**src/rtl/life_pkg.sv**
```systemverilog
// life_pkg: definitions shared by the run sequencer, the keyboard
// controller and the display logic.
//   seq_state_t     - run sequencer FSM state (3-bit, shown on the display)
//   MAX_SPEED_SHIFT - largest evo_left_shift honoured; larger values clamp
package life_pkg;

    typedef enum logic [2:0] {
        ST_IDLE   = 3'd0,
        ST_LOAD   = 3'd1,
        ST_CLEAR  = 3'd2,
        ST_WAIT   = 3'd3,
        ST_EVOLVE = 3'd4,
        ST_EDIT   = 3'd5
    } seq_state_t;

    localparam logic [3:0] MAX_SPEED_SHIFT = 4'd5;

endpackage

```
**src/rtl/life_run_sequencer_if.sv**
```systemverilog
// life_run_sequencer_if: grid-memory / evolution-engine handshake bundle.
//   load_req, load_file_id / load_done : pattern loader request/complete
//   evo_start / evo_done               : one-generation launch/complete
//   clr_we, clr_addr                   : clear-sweep write port (data is 0)
// master = sequencer side, slave = loader / engine / RAM side.
interface life_run_sequencer_if #(
    parameter int ADDR_W = 12
) ();
    logic              load_req;
    logic [15:0]       load_file_id;
    logic              load_done;
    logic              evo_start;
    logic              evo_done;
    logic              clr_we;
    logic [ADDR_W-1:0] clr_addr;

    modport master (
        output load_req, load_file_id, evo_start, clr_we, clr_addr,
        input  load_done, evo_done
    );

    modport slave (
        input  load_req, load_file_id, evo_start, clr_we, clr_addr,
        output load_done, evo_done
    );
endinterface

```
**src/rtl/life_run_sequencer_evo_tick_gen.sv**
```systemverilog
// evo_tick_gen: generation period counter.
//   clk_in, reset : clock, asynchronous active-high reset
//   clr           : force count to 0
//   en            : count this cycle
//   speed_shift   : period = BASE_PERIOD >> min(speed_shift, MAX_SPEED_SHIFT)
//   tick          : terminal count reached (count >= period-1 while en);
//                   the count restarts from 0 on the cycle after a tick
module evo_tick_gen
    import life_pkg::*;
#(
    parameter int BASE_PERIOD = 50000000
) (
    input  logic       clk_in,
    input  logic       reset,
    input  logic       clr,
    input  logic       en,
    input  logic [3:0] speed_shift,
    output logic       tick
);
    localparam logic [31:0] BASE_PERIOD_W = 32'(BASE_PERIOD);

    logic [31:0] cnt_q, cnt_d;
    logic [31:0] period;
    logic [31:0] term;
    logic [3:0]  shift_c;

    always_comb begin
        shift_c = (speed_shift > MAX_SPEED_SHIFT) ? MAX_SPEED_SHIFT : speed_shift;
        period  = BASE_PERIOD_W >> shift_c;
        term    = (period == '0) ? '0 : period - 32'd1;
        // >= rather than == so a speed-up mid-count fires at once
        tick    = en && (cnt_q >= term);
        cnt_d   = cnt_q;
        if (clr || tick) begin
            cnt_d = '0;
        end else if (en) begin
            cnt_d = cnt_q + 32'd1;
        end
    end

    always_ff @(posedge clk_in or posedge reset) begin
        if (reset) begin
            cnt_q <= '0;
        end else begin
            cnt_q <= cnt_d;
        end
    end
endmodule

```
**src/rtl/life_run_sequencer.sv**
```systemverilog
// life_run_sequencer: turns keyboard commands into timed evolution steps,
// pattern loads and full-grid clear sweeps, and hands the grid RAM write
// path to exactly one owner (loader, engine, clear sweep, manual editor).
//   clk_in, reset      : clock, asynchronous active-high reset
//   start/pause/clear  : command levels, rising edge acts
//   manual             : level, manual edit requested
//   file_id            : selected pattern; a change forces a reload
//   evo_left_shift     : speed, period = BASE_PERIOD >> min(shift,5)
//   step               : single-generation step (only with LIFE_SINGLE_STEP_EN)
//   mem_if (master)    : load / evolve / clear-sweep handshakes
//   edit_grant         : manual editor owns the RAM write port
//   running            : high in WAIT or EVOLVE
//   generation         : generations since last load/clear
//   seq_state          : current FSM state
// Optional feature macro: LIFE_SINGLE_STEP_EN.
module life_run_sequencer
    import life_pkg::*;
#(
    parameter int P_PARAM_N   = 64,
    parameter int P_PARAM_M   = 64,
    parameter int ADDR_W      = 12,
    parameter int BASE_PERIOD = 50000000
) (
    input  logic        clk_in,
    input  logic        reset,
    input  logic        start,
    input  logic        pause,
    input  logic        clear,
    input  logic        manual,
    input  logic [15:0] file_id,
    input  logic [3:0]  evo_left_shift,
`ifdef LIFE_SINGLE_STEP_EN
    input  logic        step,
`endif
    life_run_sequencer_if.master mem_if,
    output logic        edit_grant,
    output logic        running,
    output logic [31:0] generation,
    output logic [2:0]  seq_state
);
    localparam logic [ADDR_W-1:0] LAST_ADDR = ADDR_W'(P_PARAM_N * P_PARAM_M - 1);

    seq_state_t        state_q, state_d;
    logic              start_prev_q, pause_prev_q, clear_prev_q;
    // last_file doubles as load_file_id: both capture file_id on LOAD entry
    logic [15:0]       last_file_q, last_file_d;
    logic              file_pend_q, file_pend_d;
    logic              clr_pend_q, clr_pend_d;
    logic              pause_pend_q, pause_pend_d;
    logic [ADDR_W-1:0] clr_addr_q, clr_addr_d;
    logic [31:0]       gen_q, gen_d;
    logic              evo_start_q, evo_start_d;
    logic              step_mode_q, step_mode_d;

    logic start_ev, pause_ev, clear_ev, step_ev;
    logic file_chg, clr_any, file_any;
    logic tick;

    assign start_ev = start & ~start_prev_q;
    assign pause_ev = pause & ~pause_prev_q;
    assign clear_ev = clear & ~clear_prev_q;
    assign file_chg = (file_id != last_file_q);
    // pending flag or an event arriving this very cycle
    assign clr_any  = clr_pend_q | clear_ev;
    assign file_any = file_pend_q | file_chg;

`ifdef LIFE_SINGLE_STEP_EN
    logic step_prev_q;
    assign step_ev = step & ~step_prev_q;
    always_ff @(posedge clk_in or posedge reset) begin
        if (reset) begin
            step_prev_q <= 1'b0;
        end else begin
            step_prev_q <= step;
        end
    end
`else
    assign step_ev = 1'b0;
`endif

    evo_tick_gen #(
        .BASE_PERIOD (BASE_PERIOD)
    ) u_tick (
        .clk_in      (clk_in),
        .reset       (reset),
        .clr         (state_q != ST_WAIT),
        .en          (state_q == ST_WAIT),
        .speed_shift (evo_left_shift),
        .tick        (tick)
    );

    always_comb begin
        state_d      = state_q;
        last_file_d  = last_file_q;
        file_pend_d  = file_pend_q | file_chg;
        clr_pend_d   = clr_any;
        pause_pend_d = pause_pend_q;
        clr_addr_d   = clr_addr_q;
        gen_d        = gen_q;
        evo_start_d  = 1'b0;
        step_mode_d  = step_mode_q;

        case (state_q)
            ST_IDLE: begin
                if (clr_any) begin
                    state_d    = ST_CLEAR;
                    clr_addr_d = '0;
                end else if (file_any) begin
                    state_d     = ST_LOAD;
                    last_file_d = file_id;
                    file_pend_d = 1'b0;
                end else if (start_ev) begin
                    state_d = ST_WAIT;
                end else if (step_ev) begin
                    state_d     = ST_EVOLVE;
                    evo_start_d = 1'b1;
                    step_mode_d = 1'b1;
                end else if (manual) begin
                    state_d = ST_EDIT;
                end
            end
            ST_LOAD: begin
                if (mem_if.load_done) begin
                    state_d = ST_IDLE;
                    gen_d   = '0;
                end
            end
            ST_CLEAR: begin
                if (clr_addr_q == LAST_ADDR) begin
                    state_d    = ST_IDLE;
                    gen_d      = '0;
                    clr_pend_d = clear_ev;
                    clr_addr_d = '0;
                end else begin
                    clr_addr_d = clr_addr_q + 1'b1;
                end
            end
            ST_WAIT: begin
                if (pause_ev || clr_any) begin
                    state_d = ST_IDLE;
                end else if (tick) begin
                    state_d     = ST_EVOLVE;
                    evo_start_d = 1'b1;
                end
            end
            ST_EVOLVE: begin
                if (pause_ev) begin
                    pause_pend_d = 1'b1;
                end
                if (mem_if.evo_done) begin
                    gen_d        = gen_q + 32'd1;
                    pause_pend_d = 1'b0;
                    step_mode_d  = 1'b0;
                    if (clr_any || pause_pend_q || pause_ev || step_mode_q) begin
                        state_d = ST_IDLE;
                    end else begin
                        state_d = ST_WAIT;
                    end
                end
            end
            ST_EDIT: begin
                if (clr_any) begin
                    state_d = ST_IDLE;
                end else if (start_ev) begin
                    state_d = ST_WAIT;
                end else if (step_ev && !file_any) begin
                    state_d     = ST_EVOLVE;
                    evo_start_d = 1'b1;
                    step_mode_d = 1'b1;
                end else if (!manual) begin
                    state_d = ST_IDLE;
                end
            end
            default: begin
                state_d = ST_IDLE;
            end
        endcase
    end

    always_ff @(posedge clk_in or posedge reset) begin
        if (reset) begin
            state_q      <= ST_IDLE;
            start_prev_q <= 1'b0;
            pause_prev_q <= 1'b0;
            clear_prev_q <= 1'b0;
            last_file_q  <= '0;
            file_pend_q  <= 1'b1;
            clr_pend_q   <= 1'b0;
            pause_pend_q <= 1'b0;
            clr_addr_q   <= '0;
            gen_q        <= '0;
            evo_start_q  <= 1'b0;
            step_mode_q  <= 1'b0;
        end else begin
            state_q      <= state_d;
            start_prev_q <= start;
            pause_prev_q <= pause;
            clear_prev_q <= clear;
            last_file_q  <= last_file_d;
            file_pend_q  <= file_pend_d;
            clr_pend_q   <= clr_pend_d;
            pause_pend_q <= pause_pend_d;
            clr_addr_q   <= clr_addr_d;
            gen_q        <= gen_d;
            evo_start_q  <= evo_start_d;
            step_mode_q  <= step_mode_d;
        end
    end

    assign mem_if.load_req     = (state_q == ST_LOAD);
    assign mem_if.load_file_id = last_file_q;
    assign mem_if.evo_start    = evo_start_q;
    assign mem_if.clr_we       = (state_q == ST_CLEAR);
    assign mem_if.clr_addr     = clr_addr_q;
    assign edit_grant          = (state_q == ST_EDIT);
    assign running             = (state_q == ST_WAIT) || (state_q == ST_EVOLVE);
    assign generation          = gen_q;
    assign seq_state           = state_q;
endmodule
```
**src/flat_wrapper.sv**
```systemverilog
// flat-port wrapper written by rule: the top's interface ports become plain ports
module life_run_sequencer_flat import life_pkg::*;
#(
    parameter int P_PARAM_N   = 64,
    parameter int P_PARAM_M   = 64,
    parameter int ADDR_W      = 12,
    parameter int BASE_PERIOD = 50000000
)
  (clk_in, reset, start, pause, clear, manual, file_id, evo_left_shift, edit_grant, running, generation, seq_state, mem_if_load_req, mem_if_load_file_id, mem_if_evo_start, mem_if_clr_we, mem_if_clr_addr, mem_if_load_done, mem_if_evo_done);
  life_run_sequencer_if #(.ADDR_W(ADDR_W)) mem_if_i ();
  input  logic clk_in;
  input  logic reset;
  input  logic start;
  input  logic pause;
  input  logic clear;
  input  logic manual;
  input  logic [15:0] file_id;
  input  logic [3:0] evo_left_shift;
  output logic edit_grant;
  output logic running;
  output logic [31:0] generation;
  output logic [2:0] seq_state;
  output wire logic [$bits(mem_if_i.load_req)-1:0] mem_if_load_req;
  output wire logic [$bits(mem_if_i.load_file_id)-1:0] mem_if_load_file_id;
  output wire logic [$bits(mem_if_i.evo_start)-1:0] mem_if_evo_start;
  output wire logic [$bits(mem_if_i.clr_we)-1:0] mem_if_clr_we;
  output wire logic [$bits(mem_if_i.clr_addr)-1:0] mem_if_clr_addr;
  input wire logic [$bits(mem_if_i.load_done)-1:0] mem_if_load_done;
  input wire logic [$bits(mem_if_i.evo_done)-1:0] mem_if_evo_done;
  assign mem_if_load_req = mem_if_i.load_req;
  assign mem_if_load_file_id = mem_if_i.load_file_id;
  assign mem_if_evo_start = mem_if_i.evo_start;
  assign mem_if_clr_we = mem_if_i.clr_we;
  assign mem_if_clr_addr = mem_if_i.clr_addr;
  assign mem_if_i.load_done = mem_if_load_done;
  assign mem_if_i.evo_done = mem_if_evo_done;
  life_run_sequencer #(.P_PARAM_N(P_PARAM_N), .P_PARAM_M(P_PARAM_M), .ADDR_W(ADDR_W), .BASE_PERIOD(BASE_PERIOD)) u_core (.clk_in(clk_in), .reset(reset), .start(start), .pause(pause), .clear(clear), .manual(manual), .file_id(file_id), .evo_left_shift(evo_left_shift), .mem_if(mem_if_i), .edit_grant(edit_grant), .running(running), .generation(generation), .seq_state(seq_state));
endmodule
```
**config.mk**
```make
export PLATFORM = sky130hd
export DESIGN_NAME = life_run_sequencer_flat
export DESIGN_NICKNAME = d
export VERILOG_FILES = /design/src/rtl/life_pkg.sv /design/src/rtl/life_run_sequencer_if.sv /design/src/rtl/life_run_sequencer_evo_tick_gen.sv /design/src/rtl/life_run_sequencer.sv /design/src/flat_wrapper.sv
export SDC_FILE = /design/constraint.sdc
export NUM_CORES = 1
export LEC_CHECK = 0
export CAP_MARGIN = 15
export CORE_MARGIN = 2
export CORE_UTILIZATION = 45
export DETAILED_ROUTE_END_ITERATION = 8
export GPL_TIMING_DRIVEN = 0
export PLACE_DENSITY = 0.72
export SYNTH_ARGS = -nofsm -noshare
export SYNTH_HDL_FRONTEND = slang
export SYNTH_SLANG_ARGS = --single-unit
```
**constraint.sdc**
```tcl
create_clock -name clk_in -period 3.15 [get_ports clk_in]
set_input_delay 0.315 -clock clk_in [delete_from_list [all_inputs] [get_ports clk_in]]
set_output_delay 0.315 -clock clk_in [all_outputs]
set_load 0.05 [all_outputs]
```
-- Word level (Yosys, flattened, before mapping)
Index checks and enable logic that the tools add are counted.
- register bits after elaboration: 102
- input bits: 28
- output and inout port bits: 68
- $add $sub $neg: 4
- $lt $le $gt $ge: 2
- equal/unequal tests: 15
- shift-type cells: 1
- multiplexer cells: 34
- bitwise operators: 9
- reduce and logical (&&, ||, !) cells: 17
- operators by type and width (kind ; number):
    2-to-1 mux 32 bit ; 6
    one-hot mux 32 bit (3 select lines) ; 1
    adder 32 x 1 -> 32 bit (second input constant) ; 2
    2-to-1 mux 3 bit ; 12
    >= comparator 32 bit ; 1
    zero test 32 bit ; 1
    >> shifter 26 x 4 -> 32 bit (first input constant) ; 1
    subtractor 32 x 1 -> 32 bit (second input constant) ; 1
    2-to-1 mux 12 bit ; 2
    one-hot mux 12 bit (2 select lines) ; 1
    one-hot mux 3 bit (6 select lines) ; 1
    != test 16 bit ; 1
    adder 12 x 1 -> 12 bit (second input constant) ; 1
    equality test 12 bit (second input constant) ; 1
    2-to-1 mux 1 bit ; 9
    equality test 3 x 2 -> 1 bit (second input constant) ; 2
    equality test 3 bit (second input constant) ; 2
    != test 2 x 1 -> 1 bit (second input constant) ; 3
    AND reduction 6 bit ; 1
    nonzero test 2 bit ; 3
    logical OR 1 bit ; 5
    != test 5 x 2 -> 1 bit (second input constant) ; 1
    > comparator 4 x 3 -> 1 bit (second input constant) ; 1
    2-to-1 mux 4 bit ; 1
    other kinds (15) ; 22

-- Depth between registers and ports, before layout
Gate-level depths: netlist of the first run.
- depth after elaboration: 10
- gate-level depth with buffers: 14

-- Hierarchy
Synthesis of the first run repeated with hierarchy kept, for this count alone.
- cells, all modules: 681
- area total of the unflattened synthesis: 6351.1 um^2
- modules (own cells, without submodules) (module ; times used ; cells each ; area an instance (um^2)):
    life_run_sequencer ; 1 ; 393 ; 3739.8
    evo_tick_gen ; 1 ; 288 ; 2611.3

-- Least setup slack after synthesis of the first run
No wires, ideal clock.
- kind: input port to flip-flop
- start: input evo_left_shift[0]
- end: register u_core.u_tick.cnt_q[10]
- data arrival time: 2725 ps
- required time: 3029 ps
- slack: 304 ps
- stages on the path: 12
- buffers on the path: 3
- path through: clkbuf_1 > nor4b_1 > nor2_1 > ha_1 > nand4_1 > nor3_1 > a22oi_1 > a2111oi_0 > or3_1 > buf_2 > buf_2 > nor2_1
- word-level cells in the longest chain between the ends: 9
- RTL lines (element ; line ; source):
    from (decl) ; flat_wrapper.sv:18 ; input logic [3:0] evo_left_shift;
    > comparator 4 x 3 -> 1 bit ; life_run_sequencer_evo_tick_gen.sv:28 ; shift_c = (speed_shift > MAX_SPEED_SHIFT) ? MAX_SPEED_SHIFT : speed_shift;
    2-to-1 mux 4 bit * ; life_run_sequencer_evo_tick_gen.sv:28 ;
    >> shifter 26 x 4 -> 32 bit * ; life_run_sequencer_evo_tick_gen.sv:29 ; period = BASE_PERIOD_W >> shift_c;
    subtractor 32 x 1 -> 32 bit or zero test 32 bit (tied branches) ; life_run_sequencer_evo_tick_gen.sv:30 ; term = (period == '0) ? '0 : period - 32'd1;
    2-to-1 mux 32 bit * ; life_run_sequencer_evo_tick_gen.sv:30 ;
    >= comparator 32 bit * ; life_run_sequencer_evo_tick_gen.sv:32 ; tick = en && (cnt_q >= term);
    logical AND 1 bit * ; life_run_sequencer_evo_tick_gen.sv:32 ;
    logical OR 1 bit * ; life_run_sequencer_evo_tick_gen.sv:34 ; if (clr || tick) begin
    2-to-1 mux 32 bit or nonzero test 2 bit (tied branches) ; n/a ;
    to (signal assigned) ; life_run_sequencer_evo_tick_gen.sv:45 ; cnt_q <= cnt_d;
    to (decl) ; life_run_sequencer_evo_tick_gen.sv:22 ; logic [31:0] cnt_q, cnt_d;
Every way passes the cells marked *; elsewhere a longest branch is shown, timed or not.
A chain may end at the register's enable or synchronous reset.

-- Worst setup path after layout of the first run
- start: input evo_left_shift[0]
- end: register u_core.u_tick.cnt_q[15]
The elaborated chain is that of the path after synthesis.

==> run metrics, run 1 <==
status finished clean; CP arrival 3.33 ns; Lkg Pwr 0.00322 uW; synth cell count leaders dfrtp_1 (101), nor2_1 (95), xnor2_1 (56); Critical Path RT 3.43 ns; Core Footprint 0.0132 sq mm; mean routed wirelength per cell 15.1 microns; number of global-route vias before repair 5048; Reg-to-Reg End u_core.u_tick.cnt_q[15]$_DFFE_PP0P_; vias per cell 5.46; clock latency on the worst-skew pair 0.35 ns; Yosys top cell area share 0.419; Die X 120 microns; gr ovfl total 0; register area share after synthesis 0.423; placer congestion estimate 0.880; nets@finish 827; Achievable Freq 0.328 GHz; area grow syn2layout 27.2%; initial antenna violation count 0; die footprint 0.0144 sq mm; clock skew 0.00677 ns; CP Launch Type primary input; Hold Vio Cnt, Final 0; Yosys warnings 0; Reg2Reg Depth 9; clock sink count 102; CP Capture Type flip-flop; slew margin rel. 0.458; fin crit share 0.967; largest net degree at the start of global routing 66; maximum VDD drop 0.237 mV; Max clock buf depth 2; layout filler cell count 1096; gr usage total 0.205; DRC Markers 0; DR iter-0 viols 285; Synth Instances 644; I/O pin total 96; most frequent cell after synthesis dfrtp_1; final setup fails 0; post-route worst setup slack 0.105 ns; vias 5150; top cells by area, synth dfrtp_1 (42%), xnor2_1 (8.1%), ha_1 (7.7%), nor2_1 (5.9%), o21ai_0 (3.3%); EDFF count, synth 0; ratio of cells with drive above 1 in the final layout 0.0900; RR Startpoint u_core.u_tick.cnt_q[3]$_DFFE_PP0P_; Worst Tran Pin Value 0.813 ns; DRT Wirelength 14300 microns; Mapped Area 0.00604 sq mm; area leader, netlist dfrtp_1; chip height 120 microns; count of different cell masters after synthesis 60; Final Max Tran Viols 0; PD cells 351 mW/mm^2; Critical Path End u_core.u_tick.cnt_q[15]$_DFFE_PP0P_; Async S/R FF share, synth 1.00; worst-path maximum fanout 10; post-DP HPWL 10400 microns; depth of the CTS H-tree 3; Final ANT Viol Nets 0; root buf cell clkbuf_16; Port Buffer Count 94; clock transition at the registers of the reported paths 0.07 ns; Setup CP Type in -> reg; Max-Cap Viols 0; FP Rows 42; global-route wire length before repair 24100 microns; synthesized area per cell 9.37 sq um; HP Class in -> reg; min cycle time layout 3.04 ns; Inserted Diodes 0; CTS tree done; dpl cells 925; total CTS buffers 9; Hold-fix buffers, CTS 0; flop2flop setup slack 0.71 ns; Place WS -0.955 ns; fin cells 943; Synth Flop Type dfrtp_1; Initial Util 0.458; Yosys reg bits 102; Pre-antenna DRT Iters 5; crit path from evo_left_shift[0]
[per-layer routing]
layer  wire length, microns  up-vias  GRT usage  share of wire
met5                      0        -          0              0
met4                    226        0     0.0684          0.016
met3                    678       18     0.0480          0.047
met2                   6970      125      0.337           0.49
met1                   6400     2510      0.268           0.45
li1                       -     2497          -              -
[where the power goes]
group	internal, uW	switching, uW
clock	619	517
combinational	99.7	128
sequential	1320	10.7
[state kept, by name (all words and copies together), names as in the netlist]
name and count:
u_core.pause_prev_q 1, u_core.clr_pend_q 1, u_core.clear_prev_q 1, u_core.u_tick.cnt_q 32, u_core.file_pend_q 1, u_core.mem_if.evo_start 1, u_core.seq_state 3, u_core.mem_if.clr_addr 12
u_core.pause_pend_q 1, u_core.start_prev_q 1, u_core.generation 32, u_core.mem_if.load_file_id 16
[layout by cell type (no fill, tap or decap), types with 4 or more instances in the layout]
cell / synthesis / layout
mux2_2: 6 / 6
buf_4: 2 / 4
and2_1: 4 / 4
xor2_1: 15 / 15
conb_1: 1 / 11
xnor2_1: 56 / 56
and4_1: 7 / 7
a21oi_1: 20 / 19
o21ai_0: 40 / 39
buf_2: 10 / 8
a31oi_1: 6 / 6
clkdlybuf4s50_1: 0 / 92
nand3_1: 30 / 30
clkbuf_16: 0 / 9
inv_1: 20 / 19
clkbuf_1: 8 / 7
mux2_4: 10 / 10
and3_1: 12 / 12
a21o_1: 5 / 5
or3_1: 5 / 5
ha_1: 37 / 37
nand4_1: 24 / 24
dfrtp_1: 101 / 101
nor2_1: 95 / 94
nor3_1: 17 / 17
nand2_1: 47 / 47
nand2b_1: 4 / 4
nor2b_1: 5 / 4
nor4_1: 10 / 9
[area by class of cell]
| cell class | instances | area (sq um) | area share |
|---|---|---|---|
| buffer | 24 | 155 | 0.0202 |
| clock buffer | 9 | 225 | 0.0293 |
| clock inverter | 7 | 73.8 | 0.00962 |
| inverter | 21 | 81.3 | 0.0106 |
| multi-input combinational | 507 | 3380 | 0.440 |
| sequential | 102 | 2550 | 0.333 |
| tap | 176 | 220 | 0.0287 |
| timing repair buffer | 97 | 991 | 0.129 |
[stage by stage]
step / hold slack, ns / utilization / total power (uW) / instance area [sq um] / setup TNS (ns)
final: 0.433 / 0.582 / 2700 / 7680 / 0
after global routing: 0.435 / 0.582 / 2790 / 7680 / -0.0845
after CTS: 0.421 / 0.577 / 2710 / 7610 / 0
after detailed placement: 0.495 / 0.550 / 1570 / 7260 / -31.11
after global placement: 0.477 / 0.548 / 1570 / 7230 / -172.33
after floorplan: 0.346 / - / 1480 / 6070 / 0
[worst max-delay path: stages]
cell and delay, ns:
clkdlybuf4s50_1 0.52, buf_6 0.16, or4b_4 0.48, inv_1 0.10, ha_1 0.26, a21oi_1 0.15
o21ai_1 0.13, a211oi_2 0.25, a2111oi_4 0.13, or3_1 0.35, buf_2 0.16, buf_2 0.19
nor2_1 0.12
[cell families (layout without fill, tap and decap cells)]
family | Yosys count | after routing | share of synthesized area
other | 1 | 11 | 0.000621
adders and majority gates | 37 | 37 | 0.0767
buffers and inverters | 45 | 158 | 0.0367
muxes | 16 | 16 | 0.0361
xor gates and xnor gates | 71 | 71 | 0.103
and+or+nand+nor | 277 | 277 | 0.228
AOI/OAI and AO/OA | 95 | 95 | 0.0954
DFF | 102 | 102 | 0.423
[worst min path at each step]
stage,depth (start not counted),endpoint,slack (ns),from
finish,1,u_core.start_prev_q$_DFF_PP0_,0.43,start
global route,1,u_core.start_prev_q$_DFF_PP0_,0.43,start
CTS,1,u_core.start_prev_q$_DFF_PP0_,0.42,start
detailed placement,1,u_core.u_tick.cnt_q[0]$_DFFE_PP0P_,0.49,u_core.u_tick.cnt_q[0]$_DFFE_PP0P_
global placement,1,u_core.u_tick.cnt_q[0]$_DFFE_PP0P_,0.48,u_core.u_tick.cnt_q[0]$_DFFE_PP0P_
floorplan,0,u_core.clear_prev_q$_DFF_PP0_,0.35,clear
[what timing repair did]
action,in CTS,in global routing
pin swaps,1,1
setup endpoints to repair,36,33
gates resized for setup,13,10
buffers inserted,0,1
(Power assumes the default switching activity.)
==> run 2: changes to the inputs <==
- CAP_MARGIN: 15 -> 5
- CTS_BUF_LIST: default -> sky130_fd_sc_hd__clkbuf_2
- PLACE_DENSITY: 0.72 -> 0.69
- clock period: 3.15 -> 2.9 ns (I/O delays scaled with it)
==> run 2 against run 1 <==
Worst hold slack got worse by 0.40 ns; critical path depth unchanged; worst setup slack got worse by 0.027 ns; clock power decreased by 36%; clock-buffer cell count increased by 1; sequential share of layout area increased by 0.64 points.
==> run metrics, run 2 (same netlist as run 1, synthesis figures left out) <==
Crit path top cell by count clkbuf_4 (was buf_2); CTS tree done (unchanged); Final ANT Viol Nets 0 (unchanged); dpl cells 927 (was 925); global-route wire length before repair 24200 microns (was 24100 microns); commonest non-fill, non-tap cells in the layout dfrtp_1 (101), nor2_1 (93), clkdlybuf4s50_1 (91), xnor2_1 (56), nand2_1 (47) (was dfrtp_1 (101), nor2_1 (94), clkdlybuf4s50_1 (92), xnor2_1 (56), nand2_1 (47)); number of buffer and inverter stages on the critical path 5 (unchanged); Die X 120 microns (unchanged); final core occ 0.571 (was 0.582); chip height 120 microns (unchanged); CP arrival 3.34 ns (was 3.33 ns); Critical Path RT 3.41 ns (was 3.43 ns); Hold Vio Cnt, Final 0 (unchanged); total CTS buffers 9 (unchanged); CP max stage delay 0.51 ns (was 0.52 ns); Worst Tran Pin Value 1.30 ns (was 0.813 ns); vias per cell 5.44 (was 5.46); gr ovfl total 0 (unchanged); worst-path maximum fanout 10 (unchanged); slew margin rel. 0.133 (was 0.458); area grow syn2layout 24.8% (was 27.2%); root buf cell clkbuf_2 (was clkbuf_16); maximum VDD drop 0.197 mV (was 0.237 mV); largest net degree at the start of global routing 40 (was 66); Port Buffer Count 94 (unchanged); mean routed wirelength per cell 14.9 microns (was 15.1 microns); gr usage total 0.207 (was 0.205); clock latency on the worst-skew pair 0.57 ns (was 0.35 ns); Max-Cap Viols 0 (unchanged); crit path cell chain clkdlybuf4s50_1 > clkbuf_4 > or4b_4 > inv_1 > ha_1 > a21oi_1 > o21ai_1 > a211oi_2 > a2111oi_4 > or3_1 > buf_2 > clkbuf_4 > nor2_1 (was clkdlybuf4s50_1 > buf_6 > or4b_4 > inv_1 > ha_1 > a21oi_1 > o21ai_1 > a211oi_2 > a2111oi_4 > or3_1 > buf_2 > buf_2 > nor2_1); Pre-antenna DRT Iters 4 (was 5); final setup fails 0 (unchanged); post-route worst setup slack 0.0781 ns (was 0.105 ns); min cycle time layout 2.82 ns; final instance area 0.00753 sq mm (was 0.00768 sq mm); placer congestion estimate 0.853 (was 0.880); die footprint 0.0144 sq mm (unchanged); Max clock buf depth 2 (unchanged); commonest non-fill, non-tap cell in the layout dfrtp_1 (unchanged); post-CTS setup buffer count 0 (unchanged); I/O pin total 96 (unchanged); Setup CP Type in -> reg (unchanged); DRC Markers 0 (unchanged); Tot Pwr 2430 uW (was 2700 uW); initial antenna violation count 1 (was 0); CP Launch Type primary input (unchanged); fin crit share 0.973; clock sink count 102 (unchanged); DRT Wirelength 14100 microns (was 14300 microns); post-DP HPWL 10700 microns (was 10400 microns); Slowest cell on crit path or4b_4 (was clkdlybuf4s50_1); status finished clean (unchanged); Final Max Tran Viols 0 (unchanged); Hold-fix buffers, CTS 0 (unchanged); FP Rows 42 (unchanged); HP Class in -> async (was in -> reg); Core Footprint 0.0132 sq mm (unchanged); Place WS -1.18 ns (was -0.955 ns); nets@finish 827 (unchanged); Post-DP Area 0.00730 sq mm (was 0.00726 sq mm); clock skew 0.0227 ns (was 0.00677 ns); fin cells 943 (unchanged); CP Capture Type flip-flop (unchanged); DR iter-0 viols 258 (was 285); clock transition at the registers of the reported paths 0.25 ns (was 0.07 ns); CP top delay family buffers and inverters (unchanged); PD cells 323 mW/mm^2 (was 351 mW/mm^2); Lkg Pwr 0.00316 uW (was 0.00322 uW); vias 5126 (was 5150); ratio of cells with drive above 1 in the final layout 0.0901 (was 0.0900); layout filler cell count 1136 (was 1096); Achievable Freq 0.354 GHz; number of global-route vias before repair 5127 (was 5048); depth of the CTS H-tree 3 (unchanged); Initial Util 0.458 (unchanged)
[run 2: cell type report]
cell class | count | area, sq um | area share
antenna | 1 | 2.50 | 0.000332
tap | 176 | 220 | 0.0292
timing repair buffer | 97 | 1000 | 0.133
clock inverter | 5 | 75.1 | 0.00997
inverter | 21 | 82.6 | 0.0110
buffer | 24 | 154 | 0.0204
multi-input combinational | 507 | 3390 | 0.450
sequential | 102 | 2550 | 0.339
clock buffer | 10 | 50.0 | 0.00664
[run 2: final timing paths]
check | start | to | slack [ns] | depth (start not counted)
worst max-delay path | evo_left_shift[0] | u_core.u_tick.cnt_q[31]$_DFFE_PP0P_ | 0.08 | 13
worst max register to register | u_core.u_tick.cnt_q[13]$_DFFE_PP0P_ | u_core.u_tick.cnt_q[11]$_DFFE_PP0P_ | 0.41 | 9
worst min-delay path | reset | u_core.generation[24]$_DFFE_PP0P_ | 0.04 | 2
max in group asynchronous | reset | u_core.file_pend_q$_DFF_PP1_ | 1.85 | 5
worst min register to register | u_core.u_tick.cnt_q[0]$_DFFE_PP0P_ | u_core.u_tick.cnt_q[0]$_DFFE_PP0P_ | 0.52 | 1
min in group clk_in | start | u_core.start_prev_q$_DFF_PP0_ | 0.16 | 1
[run 2: routing by layer]
metal	wire (microns)	track usage
met3	439	0.0261
met5	0	0
met2	6980	0.351
met1	6400	0.273
met4	251	0.0721
[run 2: report_power, final]
part	switching, uW	total, uW	internal [uW]
logic	140	251	111
clock network	450	728	278
registers	11.9	1450	1440
[run 2: timing repair]
action,4_1_cts,5_1_grt
endpoints found under the setup margin,37,30
resized for setup,13,13
pin swaps,1,2
[run 2: per-stage QoR]
| step | hold slack [ns] | setup TNS, ns |
|---|---|---|
| floorplan | 0.321 | 0 |
| global placement | 0.489 | -36.68 |
| detailed placement | 0.503 | -39.89 |
| CTS | 0.0182 | 0 |
| global route | 0.0332 | -0.161 |
| finish | 0.0365 | 0 |
==> run 3: changes to the inputs <==
--- a/config.mk
+++ b/config.mk
@@ -12,4 +12,5 @@
 export DETAILED_ROUTE_END_ITERATION = 8
 export GPL_TIMING_DRIVEN = 0
+export HOLD_SLACK_MARGIN = 0.1
 export PLACE_DENSITY = 0.69
 export SYNTH_ARGS = -nofsm -noshare
==> constraint.sdc (replaced) <==
create_clock -name clk_in -period 2.9 [get_ports clk_in]
set_input_delay 0.29 -clock clk_in [delete_from_list [all_inputs] [get_ports clk_in]]
set_output_delay 0.29 -clock clk_in [all_outputs]
set_load 0.005 [all_outputs]
==> run 3 against run 2 <==
Clock power up 0.7%; largest power group unchanged; highest routed layer unchanged; combinational power down 16%; power is 1.4% lower.
==> run metrics, run 3 (same netlist as run 1, synthesis figures left out) <==
Net Sw Frac 0.237 (was 0.248); gr usage total 0.207 (about the same); Initial Util 0.458 (unchanged); placer congestion estimate 0.853 (unchanged); Final Max Tran Viols 0 (unchanged); Max clock buf depth 2 (unchanged); Setup CP Type in -> reg (unchanged); total CTS buffers 9 (unchanged); global-route wire length before repair 24200 microns (about the same); chip height 120 microns (unchanged); Worst Tran Pin Value 1.21 ns (was 1.30 ns); Critical Path RT 3.42 ns (was 3.41 ns); mean routed wirelength per cell 15.0 microns (was 14.9 microns); commonest non-fill, non-tap cells in the layout dfrtp_1 (101), nor2_1 (93), clkdlybuf4s50_1 (92), xnor2_1 (56), nand2_1 (47) (was dfrtp_1 (101), nor2_1 (93), clkdlybuf4s50_1 (91), xnor2_1 (56), nand2_1 (47)); vias per cell 5.44 (about the same); FP Rows 42 (unchanged); slew margin rel. 0.189 (was 0.133); sw power 568 uW (was 602 uW); crit path from evo_left_shift[0] (unchanged); clock sink count 102 (unchanged); clock power share 0.306 (was 0.300); Lkg Pwr 0.00315 uW (was 0.00316 uW); area grow syn2layout 25.0% (was 24.8%); Place WS -1.18 ns (unchanged); Core Footprint 0.0132 sq mm (unchanged); commonest non-fill, non-tap cell in the layout dfrtp_1 (unchanged); PD cells 318 mW/mm^2 (was 323 mW/mm^2); post-route setup TNS 0 ns (unchanged); Achievable Freq 0.355 GHz (was 0.354 GHz); Final ANT Viol Nets 0 (unchanged); RR Startpoint u_core.u_tick.cnt_q[13]$_DFFE_PP0P_ (unchanged); Die X 120 microns (unchanged); I/O pin total 96 (unchanged); number of global-route vias before repair 5130 (was 5127); depth of the CTS H-tree 3 (unchanged); Logic pwr share 0.089 (was 0.103); CTS tree done (unchanged); post-CTS setup buffer count 0 (unchanged); internal power 1830 uW (about the same); die footprint 0.0144 sq mm (unchanged); Max-Cap Viols 0 (unchanged); final core occ 0.572 (was 0.571); post-route worst setup slack 0.0839 ns (was 0.0781 ns); fin cells 944 (was 943); Hold Vio Cnt, Final 0 (unchanged); clock latency on the worst-skew pair 0.59 ns (was 0.57 ns); CP Capture Type flip-flop (unchanged); CP arrival 3.34 ns (about the same); clock transition at the registers of the reported paths 0.25 ns (about the same); Post-DP Area 0.00730 sq mm (unchanged); Pre-antenna DRT Iters 7 (was 4); root buf cell clkbuf_2 (unchanged); worst-path maximum fanout 10 (unchanged); post-DP HPWL 10700 microns (unchanged); fin crit share 0.971 (was 0.973); dpl cells 927 (unchanged); nets@finish 828 (was 827); final setup fails 0 (unchanged); DRT Wirelength 14100 microns (about the same); maximum VDD drop 0.198 mV (was 0.197 mV); gr ovfl total 0 (unchanged); clock skew 0.0269 ns (was 0.0227 ns); sequential power share 0.605 (was 0.597); DRC Markers 0 (unchanged); Port Buffer Count 94 (unchanged); largest net degree at the start of global routing 40 (unchanged); initial antenna violation count 1 (unchanged); DR iter-0 viols 299 (was 258); ratio of cells with drive above 1 in the final layout 0.0900 (was 0.0901); status finished clean (unchanged); min cycle time layout 2.82 ns (about the same); HP Class in -> reg (was in -> async); vias 5135 (was 5126); min-delay src start; final instance area 0.00754 sq mm (was 0.00753 sq mm); CP Launch Type primary input (unchanged)
-- run 3: through the flow --
stage	hold slack, ns	total power, uW
2_1_floorplan	0.321	1570
4_1_cts	0.126	2420
3_5_place_dp	0.503	1680
6_report	0.138	2400
5_1_grt	0.112	2490
3_3_place_gp	0.489	1660
-- run 3: worst paths after layout --
kind	to	slack, ns	cells past startpoint
min in group asynchronous	u_core.generation[26]$_DFFE_PP0P_	0.57	3
max in group asynchronous	u_core.file_pend_q$_DFF_PP1_	1.30	6
min	u_core.start_prev_q$_DFF_PP0_	0.14	1
max reg2reg	u_core.u_tick.cnt_q[31]$_DFFE_PP0P_	0.39	9
min reg2reg	u_core.u_tick.cnt_q[0]$_DFFE_PP0P_	0.52	1
max	u_core.u_tick.cnt_q[31]$_DFFE_PP0P_	0.08	13
-- run 3: per-layer routing --
layer	vias to the layer above	global-route usage	wire length [microns]
li1	2487	-	-
met1	2526	0.273	6370
met2	105	0.351	7000
met3	17	0.0261	506
met4	0	0.0721	255
met5	-	0	0
-- run 3: timing repair --
action	CTS	global route
hold endpoints to repair	18	0
setup endpoints to repair	36	30
pin swaps	1	2
gates resized for setup	12	13
hold buffers	1	0
-- run 3: area by class of cell --
type / instances / area [sq um]
diodes: 1 / 2.50
plain buffers: 24 / 154
clock buffers: 10 / 50.0
clock inverters: 5 / 75.1
fillers: 1134 / 5650
inverters: 21 / 82.6
multi-input cells: 507 / 3390
flip-flops and latches: 102 / 2550
well taps: 176 / 220
repair buffers: 98 / 1020
-- run 3: power by group through the flow --
stage                     combinational [uW]  sequential, uW  clock (uW)
after floorplan                         99.7            1470           0
after global placement                   188            1470           0
after detailed placement                 205            1470           0
after CTS                                210            1450         754
after global routing                     235            1450         805
final                                    212            1450         733
-- run 3: worst max-delay path, cell delays in order --
cell	delay (ns)
clkdlybuf4s50_1	0.47
clkbuf_4	0.21
or4b_4	0.51
inv_1	0.08
ha_1	0.25
a21oi_1	0.14
o21ai_1	0.14
a211oi_2	0.27
a2111oi_4	0.14
or3_1	0.35
buf_2	0.16
clkbuf_4	0.19
nor2_1	0.14
